## config.mk

```make
export PLATFORM = sky130hd
export DESIGN_NAME = if_stage
export DESIGN_NICKNAME = d
export VERILOG_FILES = /design/src/rtl/pipeline_pkg.sv /design/src/rtl/if_id_reg.sv /design/src/rtl/if_stage.sv
export SDC_FILE = /design/constraint.sdc
export NUM_CORES = 1
export LEC_CHECK = 0
export BUFFER_PORTS_ARGS = -buffer_cell sky130_fd_sc_hd__buf_2
export CAP_MARGIN = 25
export CORE_MARGIN = 2
export CORE_UTILIZATION = 50
export CTS_CLUSTER_SIZE = 30
export DETAILED_ROUTE_END_ITERATION = 6
export GPL_TIMING_DRIVEN = 0
export PLACE_DENSITY = 0.81
export SKIP_LAST_GASP = 1
export SLEW_MARGIN = 25
export SYNTH_ARGS = -nofsm -noshare
export SYNTH_HDL_FRONTEND = slang
export SYNTH_SLANG_ARGS = --single-unit
```

## constraint.sdc

```tcl
create_clock -name clk -period 2.9 [get_ports clk]
set_clock_uncertainty 0.2 [all_clocks]
set_input_delay 0.145 -clock clk [delete_from_list [all_inputs] [get_ports clk]]
set_output_delay 0.145 -clock clk [all_outputs]
set_load 0.005 [all_outputs]
```

## src/rtl/pipeline_pkg.sv

```systemverilog
// pipeline_pkg: constants and the IF/ID bundle type shared by the pipeline stages
//   DEFAULT_NOP_INST  instruction word loaded into a pipeline register on reset or flush
//   DEFAULT_RESET_PC  default byte address fetched after reset
//   if_id_t           IF/ID bundle {valid, pc, inst, pc_plus4, misalign}
package pipeline_pkg;
   localparam logic [31:0] DEFAULT_NOP_INST = 32'h0000_0000;
   localparam logic [31:0] DEFAULT_RESET_PC = 32'h0000_0000;
   typedef struct packed {
      logic        valid;
      logic [31:0] pc;
      logic [31:0] inst;
      logic [31:0] pc_plus4;
      logic        misalign;
   } if_id_t;
endpackage

```

## src/rtl/if_id_reg.sv

```systemverilog
// if_id_reg: IF/ID pipeline register with load/hold/flush controls (priority rst > flush > load > hold)
//   clk, rst  clock and synchronous active-high reset
//   load      capture d into every field
//   flush     clear valid and replace inst with NOP_INST; pc, pc_plus4 and misalign hold
//   d, q      incoming and registered bundles
module if_id_reg
   import pipeline_pkg::*;
#(
   parameter logic [31:0] NOP_INST = DEFAULT_NOP_INST
) (
   input  logic   clk,
   input  logic   rst,
   input  logic   load,
   input  logic   flush,
   input  if_id_t d,
   output if_id_t q
);
   if_id_t r_d, r_q;

   always_comb begin
      r_d = r_q;
      if (flush) begin
         r_d.valid = 1'b0;
         r_d.inst  = NOP_INST;
      end else if (load) begin
         r_d = d;
      end
   end

   always_ff @(posedge clk) begin
      if (rst) r_q <= '{valid: 1'b0, pc: 32'h0, inst: NOP_INST, pc_plus4: 32'h0, misalign: 1'b0};
      else     r_q <= r_d;
   end

   assign q = r_q;
endmodule

```

## src/rtl/if_stage.sv

```systemverilog
// if_stage: instruction fetch stage; owns the PC, addresses the async ROM and fills IF/ID
//   clk, rst      clock and synchronous active-high reset
//   rom_addr      word address {2'b00, pc[31:2]} (combinational)
//   rom_data      instruction word returned by the ROM in the same cycle
//   stall         hold pc and IF/ID
//   redirect      load pc from redirect_pc and flush IF/ID (beats stall)
//   if_pc         current pc
//   id_*          IF/ID register fields
//   fetch_cnt, bubble_cnt  performance counters, present only when IF_PERF_CNT_EN is defined
module if_stage
   import pipeline_pkg::*;
#(
   parameter logic [31:0] RESET_PC = DEFAULT_RESET_PC,
   parameter logic [31:0] NOP_INST = DEFAULT_NOP_INST
) (
   input  logic        clk,
   input  logic        rst,
   output logic [31:0] rom_addr,
   input  logic [31:0] rom_data,
   input  logic        stall,
   input  logic        redirect,
   input  logic [31:0] redirect_pc,
   output logic [31:0] if_pc,
   output logic        id_valid,
   output logic [31:0] id_pc,
   output logic [31:0] id_inst,
   output logic [31:0] id_pc_plus4,
   output logic        id_misalign
`ifdef IF_PERF_CNT_EN
   ,
   output logic [31:0] fetch_cnt,
   output logic [31:0] bubble_cnt
`endif
);
   logic [31:0] pc_d, pc_q;
   logic        load;
   if_id_t      cap, id;

   assign load = !redirect && !stall;

   always_comb begin
      pc_d = redirect ? redirect_pc : stall ? pc_q : pc_q + 32'd4;
   end

   always_ff @(posedge clk) begin
      if (rst) pc_q <= RESET_PC;
      else     pc_q <= pc_d;
   end

   // A misaligned pc still fetches word pc[31:2]; the flag travels with the instruction.
   assign cap = '{valid: 1'b1, pc: pc_q, inst: rom_data, pc_plus4: pc_q + 32'd4, misalign: |pc_q[1:0]};

   if_id_reg #(.NOP_INST(NOP_INST)) u_if_id (
      .clk  (clk),
      .rst  (rst),
      .load (load),
      .flush(redirect),
      .d    (cap),
      .q    (id)
   );

   assign rom_addr    = {2'b00, pc_q[31:2]};
   assign if_pc       = pc_q;
   assign id_valid    = id.valid;
   assign id_pc       = id.pc;
   assign id_inst     = id.inst;
   assign id_pc_plus4 = id.pc_plus4;
   assign id_misalign = id.misalign;

`ifdef IF_PERF_CNT_EN
   logic [31:0] fetch_cnt_d, fetch_cnt_q, bubble_cnt_d, bubble_cnt_q;

   always_comb begin
      fetch_cnt_d  = load ? fetch_cnt_q + 32'd1 : fetch_cnt_q;
      bubble_cnt_d = load ? bubble_cnt_q : bubble_cnt_q + 32'd1;
   end

   always_ff @(posedge clk) begin
      if (rst) begin
         fetch_cnt_q  <= 32'h0;
         bubble_cnt_q <= 32'h0;
      end else begin
         fetch_cnt_q  <= fetch_cnt_d;
         bubble_cnt_q <= bubble_cnt_d;
      end
   end

   assign fetch_cnt  = fetch_cnt_q;
   assign bubble_cnt = bubble_cnt_q;
`endif
endmodule
```

-- Word level (Yosys, flattened, before mapping)
Cells that the tools add are included.
Widths: inputs -> output; s select.
- add/subtract/negate cells: 1
- multiply operators: 0
- divide/modulo/power cells: 0
- $lt $le $gt $ge: 0
- equal/unequal tests: 1
- shift-type cells: 0
- multiplexer cells: 2
- bitwise operators: 1
- reduce and logical (&&, ||, !) cells: 6
- operator list (operator ; number):
    $mux 32 ; 2
    $add 32x3->32 const B ; 1
    $reduce_or 2->1 ; 2
    $logic_not 1->1 ; 2
    $ne 2x1->1 const B ; 1
    $reduce_and 2->1 ; 1
    $logic_and 1x1->1 ; 1
    $not 1->1 ; 1
- flip-flop bits (word level): 130
- latch bits: 0
- bits in writable memories: 0
- ROM bits: 0
- input bits: 68
- output and inout bits: 162
- word-level logic and storage cells: 17
- memories kept: 0

-- Depth between registers and ports, before layout
Gate-level depths: netlist of the first run.
- depth in word-level cells: 3
- mapped depth: 8
- depth with buffers taken out: 6

-- By module
From an unflattened synthesis of the first run, not the netlist that was laid out.
- cell total of the unflattened synthesis: 779
- area total of the unflattened synthesis: 7249.5 sq um
- by module, submodules not included (module ; instances ; cells an instance ; area each (sq um) ; seq. area each (sq um)):
    if_id_reg ; 1 ; 404 ; 4430.5 ; 1961.9
    if_stage ; 1 ; 375 ; 2819.0 ; 640.6

-- Least setup slack after synthesis of the first run
OpenSTA, ideal clock, no wires.
- kind: reg2reg
- from: reg pc_q[2] (netlist: if_pc[2])
- to: reg pc_q[28] (netlist: if_pc[28])
- setup time: 0.115 ns
- data arrival time: 1.828 ns
- data required time: 2.585 ns
- slack: 0.758 ns
- cell stages (with the launch flop): 7
- path buffers: 0
- period minus slack after synthesis: 2.142 ns
- path through: dfxtp_1 ha_1 nand4_1 nor4_1 nand3_1 xnor2_1 o21a_1
- word-level cells in the longest chain between the ends: 3
- RTL lines (what ; line ; RTL):
    from (decl) ; if_stage.sv:35 ; logic [31:0] pc_d, pc_q;
    from (signal assigned) ; if_stage.sv:47 ; else pc_q <= pc_d;
    $add 32x3->32 ; if_stage.sv:42 ; pc_d = redirect ? redirect_pc : stall ? pc_q : pc_q + 32'd4;
    $mux 32 (2 in series) ; if_stage.sv:42 ;
Every way passes these cells. The select of a mux whose other input is x is not followed.
A chain may end at the register's enable or synchronous reset.

-- Worst setup path in the final report of the first run
Ends and elaborated chain as after synthesis.

==> results.txt, run 1 <==
Worst Tran Pin Value: 741 ps
# setup viols final: 0
Setup_tns: 0 ps
Most frequent cells in the layout: buf_2 (233), dfxtp_1 (128), nor2_1 (88), nand2_1 (88), buf_4 (66)
Core Rows: 40
H-tree level count: 4
Via count: 6259
Number of routed nets with antenna violations: 0
Worst Path Buf+Inv: 0
Num CTS Buffers: 17
Cell family with most CP delay: simple AND/OR/NAND/NOR gates
GR Util All Layers: 0.294
DP HPWL: 13700 um
Crit path arrival time: 2850 ps
Fin worst setup slack: 162 ps
Vias in the first global route: 6018
Setup crit end kind: flop
Worst Setup Path Type: reg2reg
Worst vdd ir: 333 uV
Clock Latency Late Sink: 420 ps
Critical Path RT: 3020 ps
Worst path slowest cell: nor4_1
Register area share after synthesis: 0.413
First-pass GRT wire length: 30200 um
Crit path launch type: flop
Area growth from synthesis to layout: 42.6%
Ant. Diodes: 0
Proportion of layout cells with a drive suffix above 1: 0.340
Synthesis-stage register bit count: 128
Die W: 115 um
GPL Wtd Cong: 0.953
Layout Cells excl Fill: 1222
Die area: 13300 sq um
Chip height: 115 um
Lkg Pwr: 0.00417 uW
Post-CTS setup buffer count: 0
# clock sinks: 128
Max clock buf depth: 2
Syn Inst Count: 732
Mapped Area: 6210 sq um
Unique masters post-synth: 43
Total power: 5000 uW
CORE AREA: 12100 sq um
Commonest non-fill, non-tap cell in the layout: buf_2
Initial antenna violation count: 0
Ys Warns: 0
CP Cell Sequence: ha_1 -> nand4_1 -> nor4_1 -> nand3_1 -> xnor2_1 -> o21a_1
Grt total ovfl: 0
Tmin final: 2740 ps
Vias per cell: 5.12
Largest net degree at the start of global routing: 17
CTS tree: yes
Max frequency: 0.365 GHz
Initial core utilization: 0.515
Clock slew at reported path FFs: 60 ps
Outcome: completed
Power per cell area: 565 nW/um^2
Slew margin rel.: 0.501
Top Ports: 230
Worst Path Max Fanout: 9
Initial DRC Count: 447
CP max stage delay: 750 ps
Routed WL per cell: 16.3 um
Residual DRC: 0
Syn avg cell area: 8.48 sq um
Final nets: 1110
Port buffer count: 225
Drt pass-1 iters: 5
Max Cap Violations: 0
CTS root buffer: clkbuf_16
Cells after DPL: 1126
Final Cycle Share: 0.944
Worst Hold Class: in2reg
Setup slack at placement: 270 ps
Fin. Hold Viols: 0
Fin. max-slew vios: 0
RSZ-0062 raised after global routing: false
Drt total wl: 19900 um
## Yosys cell counts (all sizes together)
library cell | number | area, sq um
nor4 | 10 | 75.1
nor3b | 2 | 15.0
buf | 80 | 588
nand3b | 2 | 15.0
nand3 | 13 | 87.6
nand4 | 12 | 75.1
dfxtp | 128 | 2560
and3 | 3 | 18.8
nor2b | 4 | 25.0
nand2 | 88 | 330
or2 | 4 | 25.0
nor4b | 2 | 38.8
xor2 | 26 | 228
a21o | 3 | 22.5
nor3 | 20 | 110
o21ai | 8 | 40.0
a21oi | 58 | 290
xnor2 | 24 | 210
or3 | 6 | 37.5
ha | 1 | 12.5
mux2i | 41 | 410
clkbuf | 46 | 228
nor2 | 88 | 330
and4 | 1 | 8.76
and4bb | 1 | 12.5
a311oi | 3 | 26.3
or4 | 1 | 11.3
a211oi | 25 | 198
inv | 16 | 60.1
conb | 1 | 3.75
o21a | 15 | 113
## cell type report
class | count | area (sq um)
Timing Repair Buffer | 289 | 1770
Sequential cell | 128 | 2560
Fill cell | 887 | 3210
Inverter | 16 | 60.1
Clock inverter | 10 | 180
Tap cell | 168 | 210
Buffer | 126 | 816
Multi-Input combinational cell | 463 | 2770
Clock buffer | 22 | 484
## final timing paths
kind / from / endpoint / slack (ps) / depth (start not counted)
worst max-delay path: if_pc[2]$_SDFFE_PP0N_ / if_pc[28]$_SDFFE_PP0N_ / 160 / 6
worst min-delay path: redirect / if_pc[8]$_SDFFE_PP0N_ / 140 / 5
worst max register to register: if_pc[2]$_SDFFE_PP0N_ / if_pc[28]$_SDFFE_PP0N_ / 160 / 6
worst min register to register: u_if_id.q[67]$_SDFFE_PP0P_ / u_if_id.q[67]$_SDFFE_PP0P_ / 250 / 2
## report_power, final
group / internal [uW] / switching (uW) / leakage [uW]
clock network: 1610 / 794 / 0.000322
logic: 355 / 316 / 0.00280
registers: 1840 / 84.7 / 0.00105
total: 3810 / 1190 / 0.00417
## per-layer routing
layer | global-route usage | wire length [um]
met5 | 0 | 0
met2 | 0.481 | 9450
met4 | 0.134 | 617
met1 | 0.362 | 8140
met3 | 0.0816 | 1670
## cell families (layout without fill, tap and decap cells)
family	count (synthesis)	in the layout	synth area share
adders and majority gates	1	1	0.00201
AOI/OAI and AO/OA	112	112	0.111
DFF	128	128	0.413
other	1	2	0.000604
muxes	41	41	0.0661
and+or+nand+nor	257	257	0.196
buffers and inverters	142	463	0.141
xor gates and xnor gates	50	50	0.0705
## metrics by stage
step / area, sq um / utilization / hold WS [ps]
floorplan: 6210 / - / 87.7
global placement: 7550 / 0.626 / 172
detailed placement: 7550 / 0.626 / 184
CTS: 8850 / 0.734 / 137
global route: 8850 / 0.734 / 185
finish: 8850 / 0.734 / 141
## state kept, by name (all words and copies together), names as in the netlist
name / cells
u_if_id.q: 96
if_pc: 32
## what timing repair did
item | in CTS | in global routing
endpoints found under the hold margin | 64 | 0
hold buffers | 64 | 0
resized for setup | 0 | 0
## worst register-to-register path: cells and delay by family (launching register included)
| family | cells | cell delay [ps] |
|---|---|---|
| adders and majority gates | 1 | 310 |
| xor gates and xnor gates | 1 | 170 |
| DFF | 1 | 540 |
| and+or+nand+nor | 3 | 1240 |
| AOI/OAI and AO/OA | 1 | 180 |
(Power assumes the default switching activity.)
==> run 2, diff against run 1 <==
--- a/config.mk
+++ b/config.mk
@@ -8,11 +8,12 @@
 export BUFFER_PORTS_ARGS = -buffer_cell sky130_fd_sc_hd__buf_2
 export CAP_MARGIN = 25
 export CORE_MARGIN = 2
-export CORE_UTILIZATION = 50
+export CORE_UTILIZATION = 44
 export CTS_CLUSTER_SIZE = 30
 export DETAILED_ROUTE_END_ITERATION = 6
 export GPL_TIMING_DRIVEN = 0
-export PLACE_DENSITY = 0.81
+export MAX_ROUTING_LAYER = met4
+export PLACE_DENSITY = 0.73
 export SKIP_LAST_GASP = 1
 export SLEW_MARGIN = 25
 export SYNTH_ARGS = -nofsm -noshare
==> results.txt, run 2 (synthesis gave the netlist of run 1 again) <==
Reg2reg start: if_pc[2]$_SDFFE_PP0N_
Max frequency: 0.374 GHz (+2.5%)
Sequential Power Share: 0.374 (-0.011)
Max clock buf depth: 2 (unchanged)
Area of the multi-input gates: 2780 sq um (+0.23%)
Ant. Diodes: 0 (unchanged)
H-tree level count: 4 (unchanged)
# clock sinks: 128 (unchanged)
CORE AREA: 13800 sq um (+15%)
Routed wl met2: 9250 um (-2.0%)
Worst Tran Pin Value: 749 ps (+8.36 ps)
Worst vdd ir: 350 uV (+4.9%)
CTS tree: yes
Top routing layer used: met4
Residual DRC: 0 (unchanged)
Crit path launch type: flop
Area growth from synthesis to layout: 43.7%
CP endpoint: u_if_id.q[27]$_SDFFE_PP0P_
GPL Wtd Cong: 0.946 (-0.78%)
Fillers: 1149 (+30%)
Finished layout cell area: 8920 sq um (+0.76%)
Number of flip-flops in the largest register: 96 (unchanged)
Clock Latency Late Sink: 420 ps (about the same)
Largest net degree at the start of global routing: 17 (unchanged)
Initial DRC Count: 354 (-21%)
CP max stage delay: 620 ps (-130 ps)
R2R cell count: 6 (unchanged)
Final Cycle Share: 0.921 (-0.0229)
CTS root buffer: clkbuf_16
Setup_tns: 0 ps (unchanged)
CP startpoint: if_pc[2]$_SDFFE_PP0N_
Crit path arrival time: 2800 ps (-50 ps)
Core Rows: 43 (+7.5%)
Die area: 15100 sq um (+13%)
Setup crit end kind: flop
Commonest non-fill, non-tap cell in the layout: buf_2
Critical Path RT: 3030 ps (about the same)
Most frequent cells in the layout: buf_2 (233), dfxtp_1 (128), nor2_1 (88), nand2_1 (88), buf_4 (66)
Met1 WL: 8280 um (+1.7%)
Power per cell area: 577 nW/um^2 (+2.1%)
Critical R2R Capture: u_if_id.q[27]$_SDFFE_PP0P_
Sw Ratio: 0.233 (-0.00611)
Post-CTS setup buffer count: 0 (unchanged)
Worst Path Max Fanout: 9 (unchanged)
Int Power: 3950 uW (+3.7%)
RSZ-0062 raised after global routing: false
Lkg Pwr: 0.00419 uW (+0.55%)
Chip height: 123 um (+6.4%)
Via count: 6036 (-3.6%)
Die W: 123 um (+6.4%)
Port buffer count: 225 (unchanged)
Final nets: 1110 (unchanged)
Outcome: completed
DP HPWL: 13800 um (+1.3%)
Vias in the first global route: 5744 (-4.6%)
Number of routed nets with antenna violations: 0 (unchanged)
Initial antenna violation count: 0 (unchanged)
Tmin final: 2670 ps (-66.5 ps)
Fin. Hold Viols: 0 (unchanged)
GR Util All Layers: 0.261 (-0.0333)
Vias per cell: 4.89 (-4.5%)
Worst R2R Setup Slack: 230 ps (+70 ps)
Initial core utilization: 0.449 (-0.0657)
# setup viols final: 0 (unchanged)
Worst path slowest cell: nor3_1
Proportion of layout cells with a drive suffix above 1: 0.341 (+0.000949)
Clock slew at reported path FFs: 60 ps (about the same)
Top Ports: 230 (unchanged)
Register Area: 2560 sq um (unchanged)
Num CTS Buffers: 17 (unchanged)
Psw: 1200 uW (+0.26%)
Grt total ovfl: 0 (unchanged)
Routed WL per cell: 15.6 um (-3.9%)
Worst Setup Path Type: reg2reg
Drt pass-1 iters: 5 (unchanged)
Slew margin rel.: 0.500 (-0.00102)
Clk pwr share: 0.497 (+0.016)
Comb power frac: 0.129 (-0.005)
First-pass GRT wire length: 29300 um (-3.1%)
Drt total wl: 19300 um (-3.0%)
DR WL met3: 1440 um (-14%)
Max Cap Violations: 0 (unchanged)
Fin. max-slew vios: 0 (unchanged)
CP Cell Sequence: ha_1 -> nand4_1 -> nor3_1 -> nand2_1 -> xor2_1 -> a211oi_1
Area post-placement: 7560 sq um (+0.20%)
Worst Hold Class: in2reg
run 2: cell types whose count changed in the layout (fill, tap and decap cells not counted):
cell and delta:
bufinv_16 +2, clkbuf_8 -2, clkinv_2 -3, clkinv_4 +4
clkinvlp_4 -2, inv_6 +1, nor4_1 -1, nor4_2 +1
run 2: area by class of cell:
| type | count | share of cell area |
|---|---|---|
| Buffer | 126 | 0.0914 |
| Clock buffer | 20 | 0.0512 |
| Clock inverter | 12 | 0.0285 |
| Inverter | 16 | 0.00673 |
| Multi-Input combinational cell | 463 | 0.312 |
| Sequential cell | 128 | 0.287 |
| Tap cell | 180 | 0.0252 |
| Timing Repair Buffer | 289 | 0.198 |
run 2: power by group through the flow:
stage	Clock, uW	Combinational (uW)	Sequential, uW
after floorplan	0	356	1940
after global placement	0	579	1960
after detailed placement	0	586	1960
after CTS	2580	656	1930
after global routing	2670	723	1940
final	2560	662	1930
run 2: worst min path at each step:
stage / from / to / cells past startpoint
6_report: redirect / u_if_id.q[97]$_SDFFE_PP0P_ / 4
5_1_grt: redirect / u_if_id.q[97]$_SDFFE_PP0P_ / 4
4_1_cts: redirect / u_if_id.q[97]$_SDFFE_PP0P_ / 4
3_5_place_dp: rom_data[8] / u_if_id.q[41]$_SDFFE_PP0P_ / 3
3_3_place_gp: rom_data[7] / u_if_id.q[40]$_SDFFE_PP0P_ / 3
2_1_floorplan: redirect_pc[3] / if_pc[3]$_SDFFE_PP0N_ / 2
run 2: critical path, delay by kind of cell, from the launching register on:
kind            cells  cell delay, ps
xor+xnor            1             180
fa+ha+maj           1             320
compound gates      1             220
simple gates        3            1120
flops               1             550
run 2: routing by layer:
| layer | vias up | GRT usage |
|---|---|---|
| met1 | 2765 | 0.326 |
| met4 | 0 | 0.0826 |
| met5 | - | - |
| met3 | 27 | 0.0516 |
| met2 | 256 | 0.424 |
| li1 | 2988 | - |
run 2: per-stage QoR:
stage	hold WS, ps	cells	total power (uW)	setup WS (ps)	utilization
2_1_floorplan	87.7	733	2300	758	-
3_3_place_gp	171	1138	2540	200	0.547
3_5_place_dp	182	1138	2550	217	0.547
4_1_cts	128	1234	5160	200	0.645
5_1_grt	183	1234	5330	23.6	0.645
6_report	130	1234	5150	229	0.645
run 2: what timing repair did:
action	CTS	global route
endpoints found under the setup margin	0	1
resized for setup	0	1
endpoints found under the hold margin	64	0
hold buffers	64	0
==> run 3, diff against run 2 <==
--- a/config.mk
+++ b/config.mk
@@ -5,15 +5,15 @@
 export SDC_FILE = /design/constraint.sdc
 export NUM_CORES = 1
 export LEC_CHECK = 0
+export ABC_CLOCK_PERIOD_IN_PS = 2900
 export BUFFER_PORTS_ARGS = -buffer_cell sky130_fd_sc_hd__buf_2
 export CAP_MARGIN = 25
 export CORE_MARGIN = 2
-export CORE_UTILIZATION = 44
+export CORE_UTILIZATION = 35
 export CTS_CLUSTER_SIZE = 30
 export DETAILED_ROUTE_END_ITERATION = 6
 export GPL_TIMING_DRIVEN = 0
 export MAX_ROUTING_LAYER = met4
-export PLACE_DENSITY = 0.73
 export SKIP_LAST_GASP = 1
 export SLEW_MARGIN = 25
 export SYNTH_ARGS = -nofsm -noshare
==> results.txt, run 3 (synthesis gave the netlist of run 1 again) <==
Register Area: 2560 sq um (unchanged)
Max clock buf depth: 2 (unchanged)
Crit path arrival time: 2760 ps (-40 ps)
Top Ports: 230 (unchanged)
Met1 WL: 8940 um (+7.9%)
Final nets: 1110 (unchanged)
# setup viols final: 0 (unchanged)
Area growth from synthesis to layout: 43.7% (about the same)
DP HPWL: 14700 um (+6.2%)
CP max stage delay: 620 ps (about the same)
CP startpoint: if_pc[2]$_SDFFE_PP0N_
Power per cell area: 557 nW/um^2 (-3.5%)
Fin. max-slew vios: 0 (unchanged)
Clock slew at reported path FFs: 60 ps (about the same)
Outcome: completed
Commonest non-fill, non-tap cell in the layout: buf_2
# clock sinks: 128 (unchanged)
Worst Min Path Start: redirect
Comb power frac: 0.133 (+0.004)
CTS tree: yes
Drt pass-1 iters: 4 (-1)
Worst Setup Path Type: reg2reg
Vias per cell: 4.71 (-3.8%)
Worst path slowest cell: nor3_1
Grt total ovfl: 0 (unchanged)
DR WL met3: 1290 um (-11%)
Sequential Power Share: 0.388 (+0.014)
Routed wl met2: 9430 um (+1.9%)
CORE AREA: 17300 sq um (+25%)
CTS root buffer: clkbuf_16
Port buffer count: 225 (unchanged)
Tmin final: 2650 ps (-25.2 ps)
Fin. Hold Viols: 0 (unchanged)
Most frequent cells in the layout: buf_2 (233), dfxtp_1 (128), nor2_1 (88), nand2_1 (88), buf_4 (66)
Setup crit end kind: flop
Largest net degree at the start of global routing: 17 (unchanged)
H-tree level count: 4 (unchanged)
Number of routed nets with antenna violations: 0 (unchanged)
RSZ-0062 raised after global routing: false
GR Util All Layers: 0.220 (-0.0410)
Worst Tran Pin Value: 767 ps (+17.3 ps)
Proportion of layout cells with a drive suffix above 1: 0.339 (-0.00190)
Int Power: 3770 uW (-4.6%)
First-pass GRT wire length: 30700 um (+4.8%)
GPL Wtd Cong: 0.922 (-2.5%)
Sw Ratio: 0.241 (+0.00852)
CP Cell Sequence: ha_1 -> nand4_1 -> nor3_1 -> nand3_1 -> xnor2_1 -> o21a_1
Clk pwr share: 0.479 (-0.018)
Residual DRC: 0 (unchanged)
Vias in the first global route: 5742 (-0.035%)
Total power: 4970 uW (-3.5%)
Critical Path RT: 3020 ps (about the same)
Die area: 18800 sq um (+25%)
Routed WL per cell: 15.6 um (-0.47%)
Max Cap Violations: 0 (unchanged)
Die W: 137 um (+12%)
Initial core utilization: 0.359 (-0.0901)
Final Cycle Share: 0.912 (-0.00867)
Num CTS Buffers: 17 (unchanged)
Drt total wl: 19900 um (+3.3%)
Worst Hold Class: in2reg
Fillers: 1685 (+47%)
Chip height: 137 um (+12%)
Lkg Pwr: 0.00415 uW (-0.88%)
Clock Latency Late Sink: 420 ps (about the same)
Reg2reg start: if_pc[2]$_SDFFE_PP0N_
Core Rows: 48 (+12%)
Initial DRC Count: 236 (-33%)
Slew margin rel.: 0.489 (-0.0115)
Psw: 1200 uW (about the same)
Via count: 6029 (-0.12%)
Worst vdd ir: 441 uV (+26%)
Initial antenna violation count: 2 (+2)
Worst Path Max Fanout: 9 (unchanged)
Crit path launch type: flop
Max frequency: 0.378 GHz (+0.95%)
Area of the multi-input gates: 2790 sq um (+0.18%)
Number of flip-flops in the largest register: 96 (unchanged)
Top routing layer used: met4
Setup_tns: 0 ps (unchanged)
-- run 3: cell count changes in the layout (fill, tap and decap cells not counted), moves of 2 or more --
cell	change
bufinv_16	-2
clkbuf_1	+3
clkinv_4	-4
clkinvlp_4	+2
diode_2	+2
-- run 3: final cells by class --
| type | instances | share of cell area |
|---|---|---|
| antenna | 2 | 0.000561 |
| buffer | 126 | 0.0914 |
| clock buffer | 23 | 0.0524 |
| clock inverter | 9 | 0.0201 |
| inverter | 16 | 0.00673 |
| multi-input combinational | 463 | 0.312 |
| sequential | 128 | 0.287 |
| tap | 225 | 0.0315 |
| timing repair buffer | 289 | 0.198 |
-- run 3: timing repair --
item                                   in CTS  in global routing
setup endpoints to repair                   0                  4
buffers inserted                            0                  0
endpoints found under the hold margin      64                  0
gates resized for setup                     0                  2
hold buffers                               64                  0
-- run 3: critical path, delay by kind of cell (launching register included) --
family,cells,cell delay [ps]
compound gates,1,170
xor+xnor,1,160
fa+ha+maj,1,310
flops,1,560
simple gates,3,1150
-- run 3: worst paths after layout --
kind | endpoint | slack [ps] | cells after the start
worst min register to register | u_if_id.q[85]$_SDFFE_PP0P_ | 250 | 2
worst min-delay path | u_if_id.q[97]$_SDFFE_PP0P_ | 180 | 4
worst max register to register | if_pc[30]$_SDFFE_PP0N_ | 250 | 6
worst max-delay path | if_pc[30]$_SDFFE_PP0N_ | 250 | 6
-- run 3: per-layer routing --
layer,track usage,vias to the layer above
li1,-,3005
met1,0.276,2786
met3,0.0515,23
met4,0.0590,0
met5,-,-
met2,0.356,215
-- run 3: metrics by stage --
| step | std cells | area [sq um] | setup WS, ps | utilization | hold slack (ps) |
|---|---|---|---|---|---|
| floorplan | 733 | 6210 | 758 | - | 87.7 |
| global placement | 1183 | 7620 | 159 | 0.441 | 172 |
| detailed placement | 1183 | 7620 | 171 | 0.441 | 184 |
| CTS | 1279 | 8910 | 160 | 0.515 | 157 |
| global route | 1281 | 8920 | 107 | 0.516 | 213 |
| finish | 1281 | 8920 | 254 | 0.516 | 180 |
-- run 3: power by group through the flow --
stage               registers [uW]  logic, uW  clock network (uW)
floorplan                     1940        356                   0
global placement              1960        586                   0
detailed placement            1970        592                   0
CTS                           1930        661                2410
global route                  1940        731                2500
finish                        1930        660                2380
